**src/rtl/dmem_ctrl_if.sv**
```systemverilog
// Data-memory bus between dmem_ctrl (master) and the memory (slave):
// valid/ready request channel plus a read-response channel.
interface dmem_ctrl_if;
    logic        dmem_req_valid;
    logic        dmem_req_ready;
    logic [31:0] dmem_addr;
    logic        dmem_we;
    logic [3:0]  dmem_be;
    logic [31:0] dmem_wdata;
    logic        dmem_rvalid;
    logic [31:0] dmem_rdata;

    modport master (
        output dmem_req_valid, dmem_addr, dmem_we, dmem_be, dmem_wdata,
        input  dmem_req_ready, dmem_rvalid, dmem_rdata
    );

    modport slave (
        input  dmem_req_valid, dmem_addr, dmem_we, dmem_be, dmem_wdata,
        output dmem_req_ready, dmem_rvalid, dmem_rdata
    );
endinterface

```
**src/rtl/dmem_ctrl.sv**
```systemverilog
// Memory-stage data-memory transaction controller: request/response handshake,
// pipeline stall and load extension. Optional abort timer: define DMEM_TIMEOUT_EN.
//
// state | meaning
// IDLE  | waiting for a memory instruction; fields captured on mem_accessM
// REQ   | request presented, held stable until dmem_req_ready
// RESP  | load accepted, waiting for dmem_rvalid
// DONE  | access complete, pipeline released, load result valid
module dmem_ctrl #(
    parameter int TIMEOUT_CYCLES = 255
) (
    input  logic        clk,
    input  logic        rst_n,
    input  logic        mem_accessM,
    input  logic [6:0]  opcodeM,
    input  logic [2:0]  funct3M,
    input  logic [31:0] mem_adrM,
    input  logic [31:0] mem_wdataM,
    input  logic [3:0]  wea,
    dmem_ctrl_if.master bus,
    output logic        stallM,
    output logic [31:0] load_dataM,
    output logic        load_validM,
    output logic        dmem_err
);

    typedef enum logic [1:0] {IDLE, REQ, RESP, DONE} state_t;

    localparam logic [6:0] OP_STORE = 7'b0100011;

    state_t      r_state;
    state_t      w_next;
    logic [29:0] r_addr;
    logic [31:0] r_wdata;
    logic [3:0]  r_be;
    logic        r_we;
    logic [2:0]  r_funct3;
    logic [1:0]  r_lane;
    logic [31:0] r_load_data;
    logic [31:0] w_ext;
    logic [7:0]  w_byte;
    logic [15:0] w_half;
    logic        w_timeout;

`ifdef DMEM_TIMEOUT_EN
    localparam logic [7:0] TO_LAST = 8'(TIMEOUT_CYCLES - 1);

    logic [7:0] r_cnt;
    logic       r_err;

    // Counter runs only while a handshake is outstanding; any state change clears it.
    assign w_timeout = ((r_state == REQ  && !bus.dmem_req_ready) ||
                        (r_state == RESP && !bus.dmem_rvalid)) && (r_cnt == TO_LAST);

    always_ff @(posedge clk or negedge rst_n) begin
        if (!rst_n) begin
            r_cnt <= '0;
            r_err <= 1'b0;
        end else begin
            r_err <= w_timeout;
            if (w_next != r_state)
                r_cnt <= '0;
            else if (r_state == REQ || r_state == RESP)
                r_cnt <= r_cnt + 8'd1;
        end
    end

    assign dmem_err = r_err;
`else
    assign w_timeout = 1'b0;
    assign dmem_err  = 1'b0;
`endif

    always_comb begin
        w_next = r_state;
        case (r_state)
            IDLE: if (mem_accessM) w_next = REQ;
            REQ: begin
                if (bus.dmem_req_ready) w_next = r_we ? DONE : RESP;
                else if (w_timeout)     w_next = DONE;
            end
            // rvalid seen in REQ is ignored: a response is only legal after acceptance
            RESP: if (bus.dmem_rvalid || w_timeout) w_next = DONE;
            DONE: w_next = IDLE;
            default: w_next = IDLE;
        endcase
    end

    always_comb begin
        w_byte = bus.dmem_rdata[8*r_lane +: 8];
        w_half = r_lane[1] ? bus.dmem_rdata[31:16] : bus.dmem_rdata[15:0];
        case (r_funct3)
            3'b000:  w_ext = {{24{w_byte[7]}}, w_byte};
            3'b001:  w_ext = {{16{w_half[15]}}, w_half};
            3'b100:  w_ext = {24'd0, w_byte};
            3'b101:  w_ext = {16'd0, w_half};
            default: w_ext = bus.dmem_rdata;
        endcase
    end

    always_ff @(posedge clk or negedge rst_n) begin
        if (!rst_n) begin
            r_state     <= IDLE;
            r_addr      <= '0;
            r_wdata     <= '0;
            r_be        <= '0;
            r_we        <= 1'b0;
            r_funct3    <= '0;
            r_lane      <= '0;
            r_load_data <= '0;
        end else begin
            r_state <= w_next;
            if (r_state == IDLE && mem_accessM) begin
                r_addr   <= mem_adrM[31:2];
                r_lane   <= mem_adrM[1:0];
                r_wdata  <= mem_wdataM;
                r_be     <= wea;
                r_we     <= (opcodeM == OP_STORE);
                r_funct3 <= funct3M;
            end
            if (w_timeout)
                r_load_data <= '0;
            else if (r_state == RESP && bus.dmem_rvalid)
                r_load_data <= w_ext;
        end
    end

    assign bus.dmem_req_valid = (r_state == REQ);
    assign bus.dmem_addr      = {r_addr, 2'b00};
    assign bus.dmem_we        = r_we;
    assign bus.dmem_be        = r_be;
    assign bus.dmem_wdata     = r_wdata;

    assign stallM      = (r_state == IDLE) ? mem_accessM : (r_state == REQ || r_state == RESP);
    assign load_validM = (r_state == DONE) && !r_we;
    assign load_dataM  = r_load_data;

endmodule
```
**src/flat_wrapper.sv**
```systemverilog
// flat-port wrapper written by rule: the top's interface ports become plain ports
module dmem_ctrl_flat 
#(
    parameter int TIMEOUT_CYCLES = 255
)
  (clk, rst_n, mem_accessM, opcodeM, funct3M, mem_adrM, mem_wdataM, wea, stallM, load_dataM, load_validM, dmem_err, bus_dmem_req_valid, bus_dmem_addr, bus_dmem_we, bus_dmem_be, bus_dmem_wdata, bus_dmem_req_ready, bus_dmem_rvalid, bus_dmem_rdata);
  dmem_ctrl_if bus_i ();
  input  logic clk;
  input  logic rst_n;
  input  logic mem_accessM;
  input  logic [6:0] opcodeM;
  input  logic [2:0] funct3M;
  input  logic [31:0] mem_adrM;
  input  logic [31:0] mem_wdataM;
  input  logic [3:0] wea;
  output logic stallM;
  output logic [31:0] load_dataM;
  output logic load_validM;
  output logic dmem_err;
  output wire logic [$bits(bus_i.dmem_req_valid)-1:0] bus_dmem_req_valid;
  output wire logic [$bits(bus_i.dmem_addr)-1:0] bus_dmem_addr;
  output wire logic [$bits(bus_i.dmem_we)-1:0] bus_dmem_we;
  output wire logic [$bits(bus_i.dmem_be)-1:0] bus_dmem_be;
  output wire logic [$bits(bus_i.dmem_wdata)-1:0] bus_dmem_wdata;
  input wire logic [$bits(bus_i.dmem_req_ready)-1:0] bus_dmem_req_ready;
  input wire logic [$bits(bus_i.dmem_rvalid)-1:0] bus_dmem_rvalid;
  input wire logic [$bits(bus_i.dmem_rdata)-1:0] bus_dmem_rdata;
  assign bus_dmem_req_valid = bus_i.dmem_req_valid;
  assign bus_dmem_addr = bus_i.dmem_addr;
  assign bus_dmem_we = bus_i.dmem_we;
  assign bus_dmem_be = bus_i.dmem_be;
  assign bus_dmem_wdata = bus_i.dmem_wdata;
  assign bus_i.dmem_req_ready = bus_dmem_req_ready;
  assign bus_i.dmem_rvalid = bus_dmem_rvalid;
  assign bus_i.dmem_rdata = bus_dmem_rdata;
  dmem_ctrl #(.TIMEOUT_CYCLES(TIMEOUT_CYCLES)) u_core (.clk(clk), .rst_n(rst_n), .mem_accessM(mem_accessM), .opcodeM(opcodeM), .funct3M(funct3M), .mem_adrM(mem_adrM), .mem_wdataM(mem_wdataM), .wea(wea), .bus(bus_i), .stallM(stallM), .load_dataM(load_dataM), .load_validM(load_validM), .dmem_err(dmem_err));
endmodule
```
**config.mk**
```make
export PLATFORM = sky130hd
export DESIGN_NAME = dmem_ctrl_flat
export DESIGN_NICKNAME = d
export VERILOG_FILES = /design/src/rtl/dmem_ctrl_if.sv /design/src/rtl/dmem_ctrl.sv /design/src/flat_wrapper.sv
export SDC_FILE = /design/constraint.sdc
export NUM_CORES = 1
export LEC_CHECK = 0
export CORE_UTILIZATION = 29
export CTS_BUF_LIST = sky130_fd_sc_hd__clkbuf_4 sky130_fd_sc_hd__clkbuf_8
export DETAILED_ROUTE_END_ITERATION = 12
export DONT_BUFFER_PORTS = 1
export GPL_ROUTABILITY_DRIVEN = 0
export GPL_TIMING_DRIVEN = 0
export PLACE_DENSITY_LB_ADDON = 0.15
export SETUP_SLACK_MARGIN = 0.05
export SYNTH_ARGS = -nofsm -noshare
export SYNTH_HDL_FRONTEND = slang
export SYNTH_SLANG_ARGS = --single-unit
```
**constraint.sdc**
```tcl
create_clock -name clk -period 2.75 [get_ports clk]
set_clock_uncertainty 0.1 [all_clocks]
set_input_delay 0.4125 -clock clk [delete_from_list [all_inputs] [get_ports clk]]
set_output_delay 0.4125 -clock clk [all_outputs]
set_load 0.02 [all_outputs]
```
==> flow_summary.toml <==
[run_status]
outcome = "complete, but fails checks"
failed_checks = "hold timing"

[cts]
clock-sinks = 106
path_clk_slew_ns = 0.11
htreeDepth = 3
numCtsBuffers = 9
clk_latency_ns = 0.38
cts_root_buf = "clkbuf_8"
cts_tree = "done"
clk_path_buf_depth = 2

[worst_hold_path]
worstHoldPathType = "input pin to async pin"

[synthesis]
synth_area_leaders = "dfrtp_1, mux2_2, a31oi_1, and2_1, o22ai_1"
synth.top_cell.area_share_pct = 54.9
synth_common_cells = "dfrtp_1, mux2_2, nand2_1"
synth_cell_types = 45
synthCells = 390
netlist.top_cell.by_area = "dfrtp_1"
synth_seq_cells = 106
async_flop_share_pct = 100
synth-seq-area-share_pct = 54.9
ys.warnings.count = 0
netlist_area_um2 = 4830
synth-edff-count = 0
postSynthAreaPerCell_um2 = 12.4
ys_dominant_reg_cell = "dfrtp_1"
synth.most_common_cell = "dfrtp_1"

[sta]
setup_viol = 0
timing.final.crit_share_pct = 90.7
worstMarginPinSlew_ns = 0.526
whs_ns = -0.393
max_freq_ghz = 0.401
rsz0062_at_grt = "no"
tns_ns = 0
hold_violations = 106
slew_headroom_pct = 64.9
slew_violations = 0
min_period_ns = 2.50

[place]
portBuffers = 0
dp_cells = 608
hpwl_um = 9810

[finish]
fin_cells = 627
drive_above_1_share_pct = 31.1
nNetsFinal = 523
synthToLayoutAreaGrowth_pct = 9.92

[floorplan]
core_um2 = 16100
die_w_um = 131
ioPinCount = 220
rows = 46
fp.dieArea_um2 = 17200
die_h_um = 131
start_util_pct = 30.1

[critical_path]
critPathKind = "flip-flop to output port"
crit_family = "buffers and inverters"
critPathArrivalTime_ns = 1.98
critical_path_buf_inv_count = 3
crit_path_end_kind = "output port"
start_kind = "flip-flop"
critPathMaxStageDelay_ns = 0.44
cp_cell_sequence = "inv_1 > ha_1 > nand2_1 > buf_2 > buf_2 > o21ai_1"
required_ns = 2.24
crit_top_cell = "buf_2"
crit_fanout = 10
slowest_stage = "dfrtp_1"

[job]
maxCapViolCount = 0

[detailed_routing]
drc = 0
drt-initial-drc-count = 137
drt_pass1_iterations = 4
wl_per_cell_um = 21.0
vias = 3196
routed_wl_um = 13100
ant_nets = 0
via_per_inst = 5.10

[global_route]
grt.overflow.total = 0
grt_pass1_vias = 3376
grt_pass1_wl_um = 19300
antenna_found_initial = 3
track_usage_pct = 15.3
grt_max_degree = 107

[power]
vdd_drop_max_mv = 0.611
powerDensity_nw_per_um2 = 1360
p_leak_uw = 0.00224
worst reg2reg max path: stages (launching register included):
cell	delay, ns
dfrtp_1	0.44
inv_1	0.11
ha_1	0.28
nand2_1	0.10
buf_2	0.25
clkbuf_1	0.42
nand2_1	0.10
a22oi_1	0.18
per-layer routing:
layer | vias up | global-route usage, % | share of wire, %
li1 | 1431 | - | -
met1 | 1560 | 18.2 | 38
met2 | 195 | 23.4 | 46
met3 | 10 | 7.53 | 15
met4 | 0 | 6.42 | 1.3
met5 | - | 0 | 0
path summary, 6_finish.rpt:
path / start / end / slack, ns / depth (start not counted)
setup / recovery: u_core.r_state[0] / stallM / 0.25 / 6
hold / removal: rst_n / u_core.load_dataM[29] / -0.39 / 0
setup reg to reg: u_core.r_state[0] / u_core.load_dataM[11] / 0.70 / 7
hold reg to reg: u_core.r_state[0] / u_core.r_state[0] / 0.47 / 1
max in group asynchronous: rst_n / u_core.bus.dmem_wdata[3] / 2.71 / 0
min in group clk: mem_adrM[11] / u_core.r_addr[9] / 0.06 / 1
cell type report:
cell class	count	area (µm²)
antenna	3	7.51
sequential	106	2650
multi-input combinational	253	2010
inverter	4	15.0
buffer	29	159
fill	1633	10800
clock inverter	7	70.1
clock buffer	9	124
tap	216	270
repair_timing:
item	CTS	global route
setup endpoints to repair	0	1
setup buffers	0	0
endpoints found under the hold margin	106	106
resized for setup	0	1
logic make-up after synthesis:
family	synth area share (%)
AOI/OAI and AO/OA	11.2
muxes	19.5
DFF	54.9
other	0.0777
adders and majority gates	1.30
and+or+nand+nor	9.43
buffers and inverters	3.60
state kept, by name (all words and copies together) (netlist names):
signal and flops:
u_core.bus.dmem_be 4, u_core.r_lane 2, u_core.load_dataM 32, u_core.bus.dmem_wdata 32, u_core.r_addr 30, u_core.bus.dmem_we 1, u_core.r_state 2, u_core.r_funct3 3
power by group:
| group | switching (µW) | total [µW] | leakage, µW | internal, µW |
|---|---|---|---|---|
| logic | 1190 | 2350 | 0.000881 | 1160 |
| clock network | 616 | 971 | 0.0000955 | 355 |
| registers | 1530 | 3880 | 0.00126 | 2350 |
| total | 3330 | 7200 | 0.00224 | 3870 |
layout by cell type, fill, tap and decap left out, types with 7 or more instances in the layout:
master,instances
clkbuf_1,7
o22ai_1,16
and2_1,17
mux2_2,80
a31oi_1,17
o21ai_0,9
dfrtp_1,106
nor2_1,22
clkbuf_8,9
buf_2,16
a22oi_1,9
nand2_1,25
metrics by stage:
stage	util, %	worst slack, ns	hold slack, ns	power (µW)	instance area (µm²)
3_5_place_dp	31.8	0.551	0.0196	6290	5110
5_1_grt	33.0	0.0550	-0.425	7670	5300
6_report	33.1	0.254	-0.393	7200	5310
2_1_floorplan	-	0.863	0.0169	5620	4840
4_1_cts	33.0	0.0923	-0.418	7280	5300
3_3_place_gp	31.8	0.581	0.0190	6220	5110
(Power assumes the default switching activity.)
